**src/rtl/uart_tx_fifo.sv**
```systemverilog
// uart_tx_fifo: buffered UART transmitter with a byte FIFO and a per-frame line format.
//
// Queued bytes are sent back-to-back with no idle gap between frames. The line format
// (data length, parity, stop bits, baud divisor) is sampled when a byte is popped and
// is held for that whole frame, so the configuration inputs may change at any time.
//
// Optional feature macro: UART_TX_CTS_EN
//   When defined, adds the Ctsn input. It is synchronised through two flops, and a new
//   frame starts only while the synchronised Ctsn is low. A frame in flight always completes.
//
// Parameters
//   FIFO_DEPTH      FIFO entries (power of two, >= 2)
//   BAUD_WIDTH      width of BaudLimit
// Ports
//   Clock           system clock, rising edge
//   Reset           asynchronous active-low reset
//   TxWrEn          write strobe, one byte per high cycle
//   TxData          byte to queue, LSB sent first
//   TxFlush         synchronous FIFO clear (frame in flight unaffected)
//   DataLenLimit    data bits - 1 (4..7; 0..3 treated as 4)
//   StopLenLimit    0: one stop bit, 1: two stop bits
//   ParityEn        enable parity bit
//   ParityPolarity  0: even, 1: odd
//   BaudLimit       clocks per bit - 1
//   Ctsn            clear-to-send, active-low (UART_TX_CTS_EN only)
//   TxEmpty         FIFO empty
//   TxFull          FIFO full
//   TxLevel         FIFO occupancy
//   TxOverflow      one-cycle pulse after a dropped write
//   TxBusy          frame on the line
//   Txd             registered serial output

module uart_tx_fifo #(
    parameter int unsigned FIFO_DEPTH = 16,
    parameter int unsigned BAUD_WIDTH = 16
) (
    input  logic                          Clock,
    input  logic                          Reset,
    input  logic                          TxWrEn,
    input  logic [7:0]                    TxData,
    input  logic                          TxFlush,
    input  logic [2:0]                    DataLenLimit,
    input  logic                          StopLenLimit,
    input  logic                          ParityEn,
    input  logic                          ParityPolarity,
    input  logic [BAUD_WIDTH-1:0]         BaudLimit,
`ifdef UART_TX_CTS_EN
    input  logic                          Ctsn,
`endif
    output logic                          TxEmpty,
    output logic                          TxFull,
    output logic [$clog2(FIFO_DEPTH):0]   TxLevel,
    output logic                          TxOverflow,
    output logic                          TxBusy,
    output logic                          Txd
);

    localparam int unsigned AddrWidth  = $clog2(FIFO_DEPTH);
    localparam int unsigned LevelWidth = AddrWidth + 1;

    typedef enum logic [2:0] {
        StIdle,
        StStart,
        StData,
        StParity,
        StStop
    } txStateT;

    // ------------------------------------------------------------------
    // FIFO storage and bookkeeping
    // ------------------------------------------------------------------
    logic [7:0]            fifoMem [FIFO_DEPTH];
    logic [AddrWidth-1:0]  wrPtrQ, wrPtrD;
    logic [AddrWidth-1:0]  rdPtrQ, rdPtrD;
    logic [LevelWidth-1:0] levelQ, levelD;
    logic                  overflowQ, overflowD;

    logic                  fifoEmpty;
    logic                  fifoFull;
    logic                  wrAccept;
    logic                  popEn;
    logic [7:0]            fifoHead;

    assign fifoEmpty = (levelQ == '0);
    assign fifoFull  = (levelQ == LevelWidth'(FIFO_DEPTH));
    assign fifoHead  = fifoMem[rdPtrQ];

    // Fullness is judged before this cycle's pop; a flush swallows the write silently.
    assign wrAccept  = TxWrEn & ~fifoFull & ~TxFlush;
    assign overflowD = TxWrEn & fifoFull & ~TxFlush;

    always_comb begin
        wrPtrD = wrPtrQ;
        rdPtrD = rdPtrQ;
        levelD = levelQ;
        if (TxFlush) begin
            wrPtrD = '0;
            rdPtrD = '0;
            levelD = '0;
        end else begin
            if (wrAccept) begin
                wrPtrD = wrPtrQ + 1'b1;
            end
            if (popEn) begin
                rdPtrD = rdPtrQ + 1'b1;
            end
            if (wrAccept && !popEn) begin
                levelD = levelQ + 1'b1;
            end else if (!wrAccept && popEn) begin
                levelD = levelQ - 1'b1;
            end
        end
    end

    always_ff @(posedge Clock or negedge Reset) begin
        if (!Reset) begin
            wrPtrQ    <= '0;
            rdPtrQ    <= '0;
            levelQ    <= '0;
            overflowQ <= 1'b0;
        end else begin
            wrPtrQ    <= wrPtrD;
            rdPtrQ    <= rdPtrD;
            levelQ    <= levelD;
            overflowQ <= overflowD;
        end
    end

    // Storage needs no reset: the pointers and level define which entries are valid.
    always_ff @(posedge Clock) begin
        if (wrAccept) begin
            fifoMem[wrPtrQ] <= TxData;
        end
    end

    // ------------------------------------------------------------------
    // Clear-to-send gating
    // ------------------------------------------------------------------
    logic ctsClear;

`ifdef UART_TX_CTS_EN
    logic ctsSync1Q;
    logic ctsSync2Q;

    // Resets to "not clear" so nothing starts until a real low Ctsn has been seen.
    always_ff @(posedge Clock or negedge Reset) begin
        if (!Reset) begin
            ctsSync1Q <= 1'b1;
            ctsSync2Q <= 1'b1;
        end else begin
            ctsSync1Q <= Ctsn;
            ctsSync2Q <= ctsSync1Q;
        end
    end

    assign ctsClear = ~ctsSync2Q;
`else
    assign ctsClear = 1'b1;
`endif

    logic canStart;
    assign canStart = ~fifoEmpty & ctsClear;

    // ------------------------------------------------------------------
    // Transmit FSM
    // ------------------------------------------------------------------
    txStateT               stateQ, stateD;
    logic [7:0]            shiftQ, shiftD;
    logic [2:0]            bitIdxQ, bitIdxD;
    logic                  stopIdxQ, stopIdxD;
    logic [BAUD_WIDTH-1:0] baudCntQ, baudCntD;
    logic [BAUD_WIDTH-1:0] baudLimitQ, baudLimitD;
    logic [2:0]            dataLenQ, dataLenD;
    logic                  stopLenQ, stopLenD;
    logic                  parityEnQ, parityEnD;
    logic                  parityBitQ, parityBitD;
    logic                  txdQ, txdD;

    logic                  bitDone;
    logic                  startFrame;
    logic [2:0]            effDataLen;
    logic [7:0]            lenMask;

    assign bitDone = (baudCntQ == '0);

    // Lengths below five data bits are not supported; clamp to five.
    assign effDataLen = DataLenLimit[2] ? DataLenLimit : 3'd4;
    assign lenMask    = 8'hFF >> (3'd7 - effDataLen);

    always_comb begin
        stateD     = stateQ;
        shiftD     = shiftQ;
        bitIdxD    = bitIdxQ;
        stopIdxD   = stopIdxQ;
        baudCntD   = baudCntQ;
        baudLimitD = baudLimitQ;
        dataLenD   = dataLenQ;
        stopLenD   = stopLenQ;
        parityEnD  = parityEnQ;
        parityBitD = parityBitQ;
        txdD       = txdQ;
        popEn      = 1'b0;
        startFrame = 1'b0;

        if (stateQ != StIdle) begin
            baudCntD = bitDone ? baudLimitQ : baudCntQ - 1'b1;
        end

        case (stateQ)
            StIdle: begin
                txdD = 1'b1;
                if (canStart) begin
                    startFrame = 1'b1;
                end
            end

            StStart: begin
                if (bitDone) begin
                    stateD  = StData;
                    bitIdxD = '0;
                    txdD    = shiftQ[0];
                end
            end

            // The bit on the line is always shiftQ[0]; shift on each data boundary.
            StData: begin
                if (bitDone) begin
                    if (bitIdxQ == dataLenQ) begin
                        if (parityEnQ) begin
                            stateD = StParity;
                            txdD   = parityBitQ;
                        end else begin
                            stateD   = StStop;
                            stopIdxD = 1'b0;
                            txdD     = 1'b1;
                        end
                    end else begin
                        bitIdxD = bitIdxQ + 1'b1;
                        shiftD  = shiftQ >> 1;
                        txdD    = shiftQ[1];
                    end
                end
            end

            StParity: begin
                if (bitDone) begin
                    stateD   = StStop;
                    stopIdxD = 1'b0;
                    txdD     = 1'b1;
                end
            end

            StStop: begin
                if (bitDone) begin
                    if (stopIdxQ != stopLenQ) begin
                        stopIdxD = 1'b1;
                    end else if (canStart) begin
                        // Chain directly into the next start bit: no idle cycle.
                        startFrame = 1'b1;
                    end else begin
                        stateD = StIdle;
                        txdD   = 1'b1;
                    end
                end
            end

            default: begin
                stateD = StIdle;
                txdD   = 1'b1;
            end
        endcase

        // Pop the head and freeze the line format for the whole frame.
        if (startFrame) begin
            popEn      = 1'b1;
            stateD     = StStart;
            shiftD     = fifoHead;
            dataLenD   = effDataLen;
            stopLenD   = StopLenLimit;
            parityEnD  = ParityEn;
            parityBitD = (^(fifoHead & lenMask)) ^ ParityPolarity;
            baudLimitD = BaudLimit;
            baudCntD   = BaudLimit;
            txdD       = 1'b0;
        end
    end

    always_ff @(posedge Clock or negedge Reset) begin
        if (!Reset) begin
            stateQ     <= StIdle;
            shiftQ     <= '0;
            bitIdxQ    <= '0;
            stopIdxQ   <= 1'b0;
            baudCntQ   <= '0;
            baudLimitQ <= '0;
            dataLenQ   <= 3'd7;
            stopLenQ   <= 1'b0;
            parityEnQ  <= 1'b0;
            parityBitQ <= 1'b0;
            txdQ       <= 1'b1;
        end else begin
            stateQ     <= stateD;
            shiftQ     <= shiftD;
            bitIdxQ    <= bitIdxD;
            stopIdxQ   <= stopIdxD;
            baudCntQ   <= baudCntD;
            baudLimitQ <= baudLimitD;
            dataLenQ   <= dataLenD;
            stopLenQ   <= stopLenD;
            parityEnQ  <= parityEnD;
            parityBitQ <= parityBitD;
            txdQ       <= txdD;
        end
    end

    // ------------------------------------------------------------------
    // Outputs
    // ------------------------------------------------------------------
    assign TxEmpty    = fifoEmpty;
    assign TxFull     = fifoFull;
    assign TxLevel    = levelQ;
    assign TxOverflow = overflowQ;
    assign TxBusy     = (stateQ != StIdle);
    assign Txd        = txdQ;

endmodule

```
**config.mk**
```make
export PLATFORM = sky130hd
export DESIGN_NAME = uart_tx_fifo
export DESIGN_NICKNAME = d
export VERILOG_FILES = /design/src/rtl/uart_tx_fifo.sv
export SDC_FILE = /design/constraint.sdc
export NUM_CORES = 1
export LEC_CHECK = 0
export BUFFER_PORTS_ARGS = -buffer_cell sky130_fd_sc_hd__buf_2
export CORE_ASPECT_RATIO = 1.4
export CORE_UTILIZATION = 50
export CTS_CLUSTER_SIZE = 14
export DETAILED_ROUTE_END_ITERATION = 8
export GPL_TIMING_DRIVEN = 1
export MAX_ROUTING_LAYER = met4
export PLACE_DENSITY = 0.69
export SLEW_MARGIN = 20
export SYNTH_ARGS = -nofsm -noshare
export SYNTH_HDL_FRONTEND = slang
export SYNTH_SLANG_ARGS = --single-unit
```
**constraint.sdc**
```tcl
create_clock -name Clock -period 4 [get_ports Clock]
set_input_delay 0 -clock Clock [delete_from_list [all_inputs] [get_ports Clock]]
set_output_delay 0 -clock Clock [all_outputs]
set_load 0.05 [all_outputs]
```
Yosys cells after proc, flatten, opt, wreduce, memory -nomap -nowiden:

Memories as Yosys holds them, arrays and structs flattened.
Cells that the tools add are included.

* bits in read-only memories: 0
* output and inout bits: 10
* word-level logic and storage cells: 131
* bits in latches: 0
* memories kept: 1
* memory bits (writable): 128
* flip-flop bits (word level): 68
* bits of input ports: 34

Memories
* fifoMem: words 16, bits a word 8, rd ports 1, clocked after Yosys merged registers in 0, write ports 1, line 72 `logic [7:0] fifoMem [FIFO_DEPTH];`

* bitwise logic cells: 8
* div/mod/pow operators: 0
* multiplexer cells: 53
* shift operators: 1
* $mul: 0
* $lt $le $gt $ge: 0
* add/sub/neg operators: 7
* reduce and logical (&&, ||, !) cells: 22
* equality and inequality tests: 24

Operators with widths (count)
* 16-bit two-way mux: 3
* 3-bit two-way mux: 12
* 8-bit two-way mux: 4
* 1-bit two-way mux: 21
* 3-bit != test (second input constant): 7
* 2-bit != test (second input constant): 10
* 16-bit zero test: 1
* 4-bit two-way mux: 4
* 16-bit by 1-bit subtractor with 16-bit output (second input constant): 1
* 5-bit two-way mux: 3
* 3-bit case mux with 5 select lines: 1
* 2-bit nonzero test: 6
* 3-bit nonzero test: 3
* 4-bit by 1-bit adder with 4-bit output (second input constant): 2
* 8-bit AND: 1
* 8-bit AND reduction: 1
* 8-bit parity: 1
* 8-bit by 3-bit >> shifter with 8-bit output (first input constant): 1
* 7-bit AND reduction: 1
* 3-bit by 2-bit equality test with 1-bit output (second input constant): 2
* 3-bit case mux with 2 select lines: 1
* 6-bit AND reduction: 1
* 5-bit by 1-bit adder with 5-bit output (second input constant): 1
* 5-bit equality test (second input constant): 1
* other kinds (20): 26

Logic depth before layout (Yosys ltp):

* word-level depth: 10
* gate-level depth with buffers: 16
* depth with buffers taken out: 15

Least setup slack after synthesis:

OpenSTA, ideal clock, no wires.

* path type: register to register
* start point: register levelQ[0], in the netlist TxLevel[0]
* end point: register levelQ[4], in the netlist TxLevel[4]
* clock period less this slack: 3.730 ns
* cell stages (with the launch flop): 14
* setup time: 0.072 ns
* slack: 0.270 ns
* arrival time: 3.657 ns
* required time: 3.928 ns
* buffers on the path: 2
* path through: dfrtp_1 > nor4_1 > nor2b_1 > clkbuf_1 > a2111o_1 > clkbuf_1 > nand2_1 > fa_1 > a21o_1 > a21oi_1 > and2_1 > mux2i_1 > xor2_1 > nor2_1

* word-level cells in the longest chain between the ends: 10
* elaborated cells on any way between the ends: 20
* those cells by class: 2 x add/sub; 1 x eq/ne; 8 x mux; 3 x bitwise; 6 x reduce/logical

Ends and longest elaborated chain
* from (decl): line 75 `logic [LevelWidth-1:0] levelQ, levelD;`
* from (signal assigned): line 124 `levelQ <= levelD;`
* 5-bit zero test *: line 84 `assign fifoEmpty = (levelQ == '0);`
* via TxEmpty: line 50 `output logic TxEmpty,`
* 1-bit two-way mux *: line 212, 257
* 1-bit two-way mux: line 255 `if (stopIdxQ != stopLenQ) begin`
* 1-bit two-way mux: line 254 `if (bitDone) begin`
* 1-bit case mux with 2 select lines *: line 209 `case (stateQ)`
* 1-bit two-way mux *: line 274 `if (startFrame) begin`
* 1-bit zero test: line 107 `if (wrAccept && !popEn) begin`
* 1-bit logical AND: line 107
* 5-bit two-way mux: line 107
* 5-bit two-way mux: line 96 `if (TxFlush) begin`

Mark *: on every way through the listed nets, which the timed path passes. The rest lies on a longest branch. The select of a mux whose other input is x is not followed.
A chain may end at the register's enable or synchronous reset.

Worst setup path in the final report:

* start point: register baudCntQ[6]
* end point: register levelQ[4], in the netlist TxLevel[4]

* word-level cells in the longest chain between the ends: 8
* elaborated cells on any way between the ends: 10
* those cells by class: 5 x mux; 5 x reduce/logical

Ends and longest elaborated chain
* from (decl): line 171 `logic [BAUD_WIDTH-1:0] baudCntQ, baudCntD;`
* from (signal assigned): line 306 `baudCntQ <= baudCntD;`
* 16-bit zero test *: line 184 `assign bitDone = (baudCntQ == '0);`
* 1-bit two-way mux *: line 254
* 1-bit case mux with 2 select lines *: line 209
* 1-bit two-way mux *: line 274
* 1-bit zero test: line 107
* 1-bit logical AND: line 107
* 5-bit two-way mux: line 107
* 5-bit two-way mux: line 96

Every way passes the cells marked *; elsewhere a longest branch is shown, timed or not.

==> flow_metrics.py <==
metrics = {
    "logic_synthesis": {
        "yosys.area_share.simple_pct": 10.7,
        "synth-edff-count": 128,
        "syn_nets": 693,
        "synth_seq_area_share_pct": 64.2,
        "dominantRegCellSynth": "sky130_fd_sc_hd__edfxtp_1",
        "synthesis.area_per_instance_um2": 13.3,
        "complex_gate_fraction_of_the_synthesized_area_pct": 8.24,
        "syn-cell-area_um2": 8610,
        "netlist_instances": 647,
        "asyncSetResetFlopFracSynth_pct": 34.4,
        "combinational_family_with_the_most_area_after_synthesis": "simple AND/OR/NAND/NOR gates",
        "synthAdderAreaFrac_pct": 1.83,
        "post_synth_xor_area_fraction_pct": 3.21,
        "synth_seq_cells": 195,
        "multiplexer_fraction_of_the_synthesized_cell_area_pct": 9.82,
        "synth.lib_cells_used.distinct": 54,
        "count_of_yosys_warnings_during_synthesis": 0,
    },
    "route": {
        "via_count": 5383,
        "post_drt_via_cell_ratio": 5.73,
        "detail_route.iter0.violations": 372,
        "detailedRoute.firstPassIterationCount": 5,
        "drcViolationCount": 0,
        "per_cell_routed_wire_length_um": 18.5,
        "detail_route.wirelength_um": 17300,
        "route.antenna.remaining_nets": 0,
    },
    "grt": {
        "global_routing_usage_on_met3_pct": 4.04,
        "most_used_routing_layer": "met2",
        "grt_overflow": 0,
        "met2_usage_pct": 39.5,
        "track_usage_pct": 22.0,
        "first_global_vias": 5574,
        "first_pass_grt_wire_length_um": 28400,
        "gr-usage-met1_pct": 23.5,
        "antenna_found_initial": 0,
        "maximum_number_of_pins_on_one_net_before_global_route_repair": 51,
    },
    "sta": {
        "max_slew.worst_pin.slew_ps": 1030,
        "postLayoutSetupSlackWorst_ps": 521,
        "max_freq_mhz": 287,
        "rsz0062_at_grt": "false",
        "finalSetupTns_ps": 0,
        "fin_hold_ws_ps": 31.1,
        "slew_headroom_pct": 31.1,
        "timing.clock.skew_ps": 16.0,
        "finalHoldViolCount": 0,
        "final_max_slew_viol_count": 0,
        "layout_worst_path_cycle_share_pct": 87.0,
        "finalSetupViolations": 0,
        "finalWorstPathRequiredPeriod_ps": 3480,
    },
    "cells_and_area": {
        "n_fill_cell": 1301,
        "sequential_cell_area_um2": 5530,
        "area_growth_pct": 15.9,
        "antennaDiodeCount": 0,
        "layout.cells.most_common_list": "128 x sky130_fd_sc_hd__edfxtp_1, 99 x sky130_fd_sc_hd__nand2_1, 63 x sky130_fd_sc_hd__dfrtp_1",
        "finish.utilization_pct": 59.4,
        "layout-drive-gt1-share_pct": 16.4,
        "layoutNonFillerInstCount": 939,
        "multi_input_area_um2": 2910,
        "final_area_um2": 9980,
        "leading_cell_type_in_the_layout_fill_and_taps_excluded": "sky130_fd_sc_hd__edfxtp_1",
        "final_net_count": 769,
    },
    "power_and_ir_drop": {
        "power_per_cell_area_nw_per_um2": 661,
        "design_power_total_mw": 6.60,
        "ir_worst_vdd_mv": 0.416,
        "power.leakage_nw": 3.79,
    },
    "placed_design": {
        "placed_cells": 874,
        "preCtsSetupSlack_ps": 556,
        "placement.io_buffers": 43,
        "placed_area_um2": 9040,
        "detailedPlacementHpwl_um": 12100,
        "gp_congestion": 0.846,
    },
    "setup_path": {
        "critPathRequiredTime_ps": 4350,
        "critical_path_class": "reg -> reg",
        "worstSetupStartpointType": "register",
        "timing.critical_path.fanout_max": 8,
        "critical_path.top_delay_family": "simple AND/OR/NAND/NOR gates",
        "critPathMostFrequentCell": "sky130_fd_sc_hd__nand2_1",
        "critPathBufInv": 0,
        "worst_endpoint_data_arrival_time_ps": 3830,
        "timing.critical_path.to_type": "register",
        "timing.critical_path.slowest_cell_delay_ps": 500,
        "critical_path.cell_chain": "nor4_2 -> nand4b_2 -> nor3_2 -> nand2_1 -> a2111o_1 -> nand2_1 -> ha_1 -> a21o_1 -> a21oi_1 -> and2_1 -> mux2i_1 -> xor2_1 -> nor2_1",
        "slowest_stage": "sky130_fd_sc_hd__nor4_2",
    },
    "cts": {
        "clock_sink_count": 195,
        "maximum_root_to_sink_buffer_count": 2,
        "htreeDepth": 4,
        "cts.repair_timing.setup_buffer_count": 0,
        "tritoncts.num_buffers": 17,
        "cts_root_buffer": "sky130_fd_sc_hd__clkbuf_16",
        "clkLatencyLatePin_ps": 440,
        "tritoncts_clock_tree": "done",
        "clk_pin_slew_ps": 70,
    },
    "floorplan": {
        "floorplan.rows": 56,
        "boundary_pin_count": 44,
        "dieArea_um2": 17800,
        "floorplan.die.width_um": 113,
        "initial_core_util_pct": 51.2,
        "area_inside_the_core_boundary_um2": 16800,
        "dieHeight_um": 157,
    },
    "min_path": {
        "min_path_type": "in -> async",
    },
    "run_status": {
        "status": "finished clean",
    },
    "flow_run": {
        "timing.max_cap.violations": 0,
    },
}
==> cells by family (layout without fill, tap and decap cells) <==
logic type	after synthesis	in the layout
flip-flops	195	195
AO/OA/AOI/OAI	103	103
adder cells (fa/ha/maj)	12	12
XOR/XNOR	30	30
AND/OR/NAND/NOR	208	208
multiplexers	57	57
buffers and inverters	42	131
==> worst paths after layout <==
check	slack (ps)	to	startpoint	cells past startpoint
worst max register to register	520	TxLevel[4]	baudCntQ[6]	13
max in group asynchronous	2960	rdPtrQ[0]	Reset	3
worst min register to register	470	dataLenQ[0]	dataLenQ[0]	2
worst min-delay path	30	baudLimitQ[7]	Reset	2
min in group Clock	260	parityBitQ	ParityPolarity	5
worst max-delay path	520	TxLevel[4]	baudCntQ[6]	13
==> report_power, final <==
group | leakage [nW] | switching (mW) | internal [mW]
clock network | 0.298 | 0.828 | 0.902
registers | 1.99 | 0.312 | 2.46
logic | 1.50 | 1.18 | 0.916
total | 3.79 | 2.32 | 4.28
==> flip-flops by register name (all words and copies together) (netlist names), 2 cells and up <==
name	cells
dataLenQ	2
wrPtrQ	4
shiftQ	8
baudCntQ	16
stateQ	3
baudLimitQ	16
bitIdxQ	3
TxLevel	5
rdPtrQ	4
fifoMem	128
==> layer usage <==
layer  vias to the layer above  wire length, µm
met2                       113             9470
met4                         0              480
li1                       2561                -
met1                      2675             6880
met5                         -                0
met3                        34              507
==> synthesized netlist by cell type, drive strengths merged (4+ instances only) <==
cell	number	share of area [%]
edfxtp	128	45
nand2	99	4.3
dfrtp	64	19
nor2	56	2.4
mux2i	35	4.1
o21ai	27	1.6
clkbuf	22	0.96
mux4	22	5.8
xnor2	16	1.6
nor3	13	0.81
o211ai	13	1.1
xor2	13	1.3
a21oi	12	0.70
a221oi	12	1.2
a31oi	12	0.87
buf	12	0.78
ha	11	1.6
nand3	9	0.52
a22oi	8	0.70
inv	8	0.35
nor2b	6	0.44
nand2b	4	0.29
nor4	4	0.36
==> area by class of cell <==
| class | instances | area share, % |
|---|---|---|
| Timing Repair Buffer | 91 | 6.59 |
| Inverter | 8 | 0.301 |
| Tap cell | 203 | 2.54 |
| Sequential cell | 195 | 55.4 |
| Clock inverter | 15 | 1.83 |
| Clock buffer | 17 | 4.26 |
| Multi-Input combinational cell | 410 | 29.1 |
==> timing repair <==
action / in CTS / in global routing
hold endpoints to repair: 195 / 0
hold buffers: 33 / 0
resized for setup: 0 / 0
(Power assumes the default switching activity.)
